$ cat src/rtl/pm_run_monitor.sv
// pm_run_monitor: detects end-of-run (exception, PC self-loop, cycle budget),
// freezes the machine and streams the whole register file out over valid/ready.
`default_nettype none

module pm_run_monitor #(
  parameter int DATA_WIDTH = 32,
  parameter int ADDR_WIDTH = 32,
  parameter int NUM_REGS   = 32,
  parameter int CNT_WIDTH  = 16,
  parameter int MAX_CYCLES = 30,
  parameter int LOOP_LIMIT = 4,
  localparam int IDX_W     = (NUM_REGS > 1) ? $clog2(NUM_REGS) : 1
) (
  input  logic                  clk,
  input  logic                  reset,
  input  logic [ADDR_WIDTH-1:0] pc,
  input  logic                  except,
  output logic                  halt,
  output logic [IDX_W-1:0]      rf_raddr,
  input  logic [DATA_WIDTH-1:0] rf_rdata,
  output logic                  dump_valid,
  input  logic                  dump_ready,
  output logic [IDX_W-1:0]      dump_idx,
  output logic [DATA_WIDTH-1:0] dump_data,
  output logic                  done,
  output logic [1:0]            cause,
  output logic [CNT_WIDTH-1:0]  cycle_count
);

  localparam logic [1:0] S_RUN  = 2'd0;
  localparam logic [1:0] S_DUMP = 2'd1;
  localparam logic [1:0] S_DONE = 2'd2;

  localparam int LCW = (LOOP_LIMIT > 1) ? $clog2(LOOP_LIMIT + 1) : 1;

  logic [1:0]            r_state;
  logic [1:0]            w_state_nxt;
  logic [CNT_WIDTH-1:0]  r_cnt;
  logic [CNT_WIDTH-1:0]  w_cnt_inc;
  logic [LCW-1:0]        r_loop;
  logic [LCW-1:0]        w_loop_inc;
  logic [ADDR_WIDTH-1:0] r_prev_pc;
  logic                  r_pc_seen;
  logic [IDX_W-1:0]      r_idx;
  logic [1:0]            r_cause;
  logic [1:0]            w_cause_hit;
  logic                  w_pc_eq;
  logic                  w_hit_loop;
  logic                  w_hit_tmo;
  logic                  w_term;
  logic                  w_last_beat;

  // Termination detection for the current RUN edge; priority exception > loop > timeout.
  always_comb begin
    w_cnt_inc   = (r_cnt == '1) ? r_cnt : r_cnt + 1'b1;
    w_pc_eq     = r_pc_seen && (pc == r_prev_pc);
    w_loop_inc  = !w_pc_eq ? '0 : ((r_loop == '1) ? r_loop : r_loop + 1'b1);
    w_hit_loop  = (LOOP_LIMIT != 0) && w_pc_eq && (w_loop_inc == LCW'(LOOP_LIMIT));
    w_hit_tmo   = (MAX_CYCLES != 0) && (w_cnt_inc == CNT_WIDTH'(MAX_CYCLES));
    w_term      = except || w_hit_loop || w_hit_tmo;
    w_last_beat = (r_idx == IDX_W'(NUM_REGS - 1));
    if (except)          w_cause_hit = 2'b10;
    else if (w_hit_loop) w_cause_hit = 2'b11;
    else if (w_hit_tmo)  w_cause_hit = 2'b01;
    else                 w_cause_hit = 2'b00;
  end

  always_ff @(posedge clk or negedge reset) begin
    if (!reset) r_state <= S_RUN;
    else        r_state <= w_state_nxt;
  end

  always_comb begin
    w_state_nxt = r_state;
    case (r_state)
      S_RUN:   if (w_term) w_state_nxt = S_DUMP;
      S_DUMP:  if (dump_ready && w_last_beat) w_state_nxt = S_DONE;
      S_DONE:  w_state_nxt = S_DONE;
      default: w_state_nxt = S_RUN;
    endcase
  end

  always_ff @(posedge clk or negedge reset) begin
    if (!reset) begin
      r_cnt     <= '0;
      r_loop    <= '0;
      r_prev_pc <= '0;
      r_pc_seen <= 1'b0;
      r_idx     <= '0;
      r_cause   <= 2'b00;
    end else if (r_state == S_RUN) begin
      r_cnt     <= w_cnt_inc;
      r_loop    <= w_loop_inc;
      r_prev_pc <= pc;
      r_pc_seen <= 1'b1;
      if (w_term) begin
        r_cause <= w_cause_hit;
        r_idx   <= '0;
      end
    end else if (r_state == S_DUMP) begin
      // Index parks on the last entry; it is not observed once DONE.
      if (dump_ready && !w_last_beat) r_idx <= r_idx + 1'b1;
    end
  end

  always_comb begin
    halt        = (r_state != S_RUN);
    dump_valid  = (r_state == S_DUMP);
    done        = (r_state == S_DONE);
    rf_raddr    = r_idx;
    dump_idx    = r_idx;
    dump_data   = rf_rdata;
    cause       = r_cause;
    cycle_count = r_cnt;
  end

endmodule

`default_nettype wire

$ cat config.mk
export PLATFORM = sky130hd
export DESIGN_NAME = pm_run_monitor
export DESIGN_NICKNAME = d
export VERILOG_FILES = /design/src/rtl/pm_run_monitor.sv
export SDC_FILE = /design/constraint.sdc
export NUM_CORES = 1
export LEC_CHECK = 0
export BUFFER_PORTS_ARGS = -buffer_cell sky130_fd_sc_hd__buf_2
export CAP_MARGIN = 0
export CELL_PAD_IN_SITES_DETAIL_PLACEMENT = 1
export CELL_PAD_IN_SITES_GLOBAL_PLACEMENT = 1
export CORE_UTILIZATION = 35
export DETAILED_ROUTE_END_ITERATION = 10
export GPL_ROUTABILITY_DRIVEN = 0
export GPL_TIMING_DRIVEN = 0
export PLACE_DENSITY_LB_ADDON = 0.1
export SETUP_SLACK_MARGIN = 0.15
export SLEW_MARGIN = 15
export SYNTH_ARGS = -nofsm -noshare
export SYNTH_HDL_FRONTEND = slang
export SYNTH_SLANG_ARGS = --single-unit
$ cat constraint.sdc
create_clock -name clk -period 2.95 [get_ports clk]
set_clock_uncertainty 0.1 [all_clocks]
set_input_delay 0.295 -clock clk [delete_from_list [all_inputs] [get_ports clk]]
set_output_delay 0.295 -clock clk [all_outputs]
set_load 0.05 [all_outputs]
* Word-level counts from Yosys, hierarchy flattened *
Cells that the tools add are included.

operators by class
  multipliers = 0
  reduce and logical (&&, ||, !) cells = 14
  divide/modulo/power cells = 0
  order comparisons = 0
  shifts and indexed selects = 0
  bitwise operators = 0
  mux-type cells = 13
  add/sub/neg operators = 3
  equality and inequality tests = 10

operators with widths
  kind                     number
  $eq A32 B32 Y1           1
  $mux W5                  4
  $add A16 B1 Y16 const B  1
  $eq A16 B16 Y1 const B   1
  $eq A16 B5 Y1 const B    1
  $mux W16                 1
  $mux W2                  4
  $eq A3 B3 Y1 const B     2
  $mux W3                  2
  $pmux W2 S3              1
  $reduce_bool A2 Y1       3
  $add A5 B1 Y5 const B    1
  $eq A5 B5 Y1 const B     1
  $logic_and A1 B1 Y1      4
  $reduce_and A2 Y1        2
  $add A3 B1 Y3 const B    1
  $reduce_and A3 Y1        1
  $eq A2 B1 Y1 const B     1
  $eq A2 B2 Y1 const B     1
  $logic_not A2 Y1         1
  $logic_or A1 B1 Y1       2
  $ne A2 B1 Y1 const B     1
  $ne A2 B2 Y1 const B     1
  $logic_not A1 Y1         1
  $mux W1                  1

word-level totals
  logic and storage cells = 47
  bits of input ports = 68
  memories = 0
  bits in writable memories = 0
  output and inout bits = 63
  bits in latches = 0
  bits in registers = 61
  ROM bits = 0

* Logic depth before layout (Yosys ltp) *
  depth after elaboration = 9
  mapped depth = 9
  gate-level depth less buffers = 8

* Worst setup path before layout *
Ideal clock, no wire load.

  kind = reg2reg
  start point = register r_cnt[0] (netlist: cycle_count[0])
  end point = register r_state[1]
  slack = 0.094 ns
  data required time = 2.725 ns
  arrival = 2.631 ns
  clock period less this slack = 2.856 ns
  path buffers = 1
  cell stages (with the launch flop) = 9
  setup time = 0.125 ns
  path through = dfrtp_1 -> ha_1 -> and4_2 -> and4_1 -> buf_6 -> nand3_1 -> a2111oi_2 -> o41a_1 -> mux2_4

between the ends
  cells in the longest elaborated chain, start to end = 6
  elaborated cells on any way between the ends = 7
  classes of those cells = add/sub (1); eq/ne (3); mux (1); reduce/logical (2)

ends and longest elaborated chain
  what                                               line  RTL
  start, declared                                    38    logic [CNT_WIDTH-1:0] r_cnt;
  start signal, assigned                             92    r_cnt <= w_cnt_inc;
  $add A16 B1 Y16 or $eq A16 B16 Y1 (tied branches)  55    w_cnt_inc = (r_cnt == '1) ? r_cnt : r_cnt + 1'b1;
  $mux W16 *                                         55
  $eq A16 B5 Y1 *                                    59    w_hit_tmo = (MAX_CYCLES != 0) && (w_cnt_inc == CNT_WIDTH'(MAX_CYCLES));
  $logic_or A1 B1 Y1 *                               60    w_term = except || w_hit_loop || w_hit_tmo;
  $ne A2 B2 Y1 (no source line) *                    n/a
  $reduce_and A2 Y1 (no source line) *               n/a
  end signal, assigned                               70    else r_state <= w_state_nxt;
  end, declared                                      36    logic [1:0] r_state;

Every way passes the cells marked *; elsewhere a longest branch is shown, timed or not.
A chain may end at the register's enable or synchronous reset.

* Worst setup path in the final report *
  start point = register r_cnt[1] (netlist: cycle_count[1])
  end point = register r_state[1]

The elaborated chain is that of the path after synthesis.

==> results.yml <==
synth:
  synth_cell_types: 51
  syn_nets: 429
  synth_top_cells_by_count: "dfrtp_1, buf_4, mux2_2, xor2_1, nand2_1"
  ys_seq_area_share_pct: 41.0
  synth-main-ff-cell: "dfrtp_1"
  synth_edf_count: 0
  synth_seq_cells: 61
  synth_area_leader_cell: "dfrtp_1"
  netlist_area_um2: 3720
  synthDominantCellAreaShare_pct: 41.0
  yosysMostFrequentCell: "dfrtp_1"
  ys_warn_count: 0
  synth_area_per_cell_um2: 10.5
  synthCells: 354
  synthTopCellsByArea: "dfrtp_1, mux2_2, buf_4"
  async_flop_share_pct: 100
route:
  drt_iter0_markers: 43
  drt-pass1-iter-count: 4
  vias: 3002
  wl_per_cell_um: 14.7
  ant_nets: 0
  remaining_drc_errors: 0
  avgViaCountPerCell: 4.95
  drt_wl_total_um: 8900
flow_run:
  max_cap_violations: 0
clocking:
  cts-htree-levels: 3
  numCtsBuffers: 9
  tritoncts: "built"
  clk_pin_slew_ps: 80
  cts_root_buf: "clkbuf_8"
  clockBufferDepth: 2
  clock_latency_ps: 340
  clkSinkCount: 61
worst_setup_path:
  cp_max_fo: 7
  end_kind: "register"
  cp_slowest_cell: "dfrtp_2"
  path_class: "register to register"
  cp-start-kind: "register"
  max_stage_delay_ps: 440
  cp.required_ps: 3080
  arrival_ps: 2770
  crit_chain: "ha_2 -> and4_2 -> and4_1 -> buf_6 -> nand2_4 -> o311ai_1 -> a2111oi_2 -> buf_4 -> o41a_1 -> mux2_4"
timing:
  min_period_over_period_pct: 89.4
  worst_pin_slew_ps: 668
  slew_headroom_pct: 55.5
  period_minus_slack_ps: 2640
  drv_slew: 0
  finalHoldViolations: 0
  finalSetupViolations: 0
  fmax_mhz: 379
  finalSetupTns_ps: 0
  rsz0062_at_grt: "no"
floorplan:
  num_rows: 37
  die_h_um: 105
  die_w_um: 105
  pin_count: 131
  initial_utilization_pct: 36.0
  die_area_um2: 11000
  core_um2: 10300
cells_and_area:
  area.growth.synth_to_final_pct: 23.8
  nets: 542
  drive_gt1_share_pct: 43.7
  finalInstanceArea_um2: 4610
  insertedDiodeCount: 0
grt:
  grt_max_degree: 44
  grt_pass1_wl_um: 14700
  antenna_found_initial: 0
  grt_pass1_vias: 3040
  grt_overflow: 0
  grt_use_total_pct: 16.9
place:
  dp_hpwl_um: 6780
  post_dp_cell_area_um2: 4410
  io_buffers: 98
power:
  irDropWorstVdd_v: 0.000511
  powerDensity_nw_per_um2: 865
  p_total_mw: 3.98
  p_leak_nw: 2.16
worst_hold_path:
  hp-class: "input port to register"
outcome:
  status: "completed"
-- metrics by stage --
step	hold slack, ps	utilization, %	std cells	setup WS [ps]
after floorplan	-101	-	354	205
after global placement	391	42.5	588	192
after detailed placement	109	42.7	589	152
after CTS	92.7	44.6	607	191
after global routing	108	44.6	607	151
final	109	44.6	607	313
-- worst paths after layout --
kind / from / endpoint / slack, ps / depth (start not counted)
max in group asynchronous: reset / r_prev_pc[11] / 1960 / 3
worst max-delay path: cycle_count[1] / r_state[1] / 310 / 10
worst min-delay path: pc[4] / r_prev_pc[4] / 110 / 2
min in group asynchronous: reset / dump_idx[0] / 280 / 2
worst max register to register: cycle_count[1] / r_state[1] / 310 / 10
worst min register to register: cause[1] / cause[1] / 420 / 1
-- critical path, delay by kind of cell (launching register included) --
kind | cells | cell delay [ps]
AOI/OAI and AO/OA | 3 | 600
adders and majority gates | 1 | 250
buffers and inverters | 2 | 290
muxes | 1 | 300
DFF | 1 | 440
and+or+nand+nor | 3 | 550
-- area by class of cell --
cell class	instances	area, µm²
Buffer	51	397
Clock buffer	10	138
Clock inverter	5	27.5
Fill cell	1197	5720
Inverter	11	41.3
Multi-Input combinational cell	231	1760
Sequential cell	61	1530
Tap cell	136	170
Timing Repair Buffer	102	546
-- layout by cell type (no fill, tap or decap), types with 3 or more instances in the layout --
cell type and instances:
nand2_1 21, clkbuf_8 11, mux2i_1 5, a221oi_1 3, buf_2 97, a21oi_1 11, nand4_1 14, nor3_1 10
or4_1 3, nand3_1 10, clkinv_2 4, inv_1 10, nor4_1 10, dfrtp_1 59, buf_4 43, xnor2_1 17
xor2_1 29, clkbuf_1 6, mux2_2 31, nand2b_1 6, nor3b_1 3, ha_1 6, o22ai_1 4, o21ai_0 6
a31oi_1 4, nor2_1 7
-- flip-flops by register name, indices dropped and copies added (netlist names) --
register and cells:
cycle_count 16, r_state 2, cause 2, r_loop 3
r_prev_pc 32, r_pc_seen 1, dump_idx 5
-- power by group --
group          internal, mW  leakage, nW  switching, mW  total (mW)
logic                 0.785         1.32           1.16        1.95
clock network         0.317       0.0877          0.340       0.657
registers              1.15        0.752          0.234        1.38
-- cell families (layout without fill, tap and decap cells) --
| logic type | Yosys count | count (layout) | synth area share, % |
|---|---|---|---|
| adder cells (fa/ha/maj) | 7 | 7 | 2.35 |
| AND/OR/NAND/NOR | 101 | 101 | 15.6 |
| flip-flops | 61 | 61 | 41.0 |
| AO/OA/AOI/OAI | 40 | 40 | 7.30 |
| buffers and inverters | 62 | 179 | 11.8 |
| XOR/XNOR | 46 | 46 | 10.8 |
| multiplexers | 37 | 37 | 11.1 |
-- repair_timing --
action,in CTS,in global routing
resized for setup,0,1
pin swaps,1,1
buffers inserted,2,0
gates cloned,0,0
hold endpoints to repair,18,0
hold buffers,1,0
setup endpoints to repair,1,8
-- routing by layer --
metal  track usage (%)  routed length [µm]  up-vias
met5                 0                   0        -
met4              6.34                 120        0
met3              2.87                 367       10
met2              29.4                4460       78
met1              21.0                3960     1470
li1                  -                   -     1444
(Power assumes the default switching activity.)
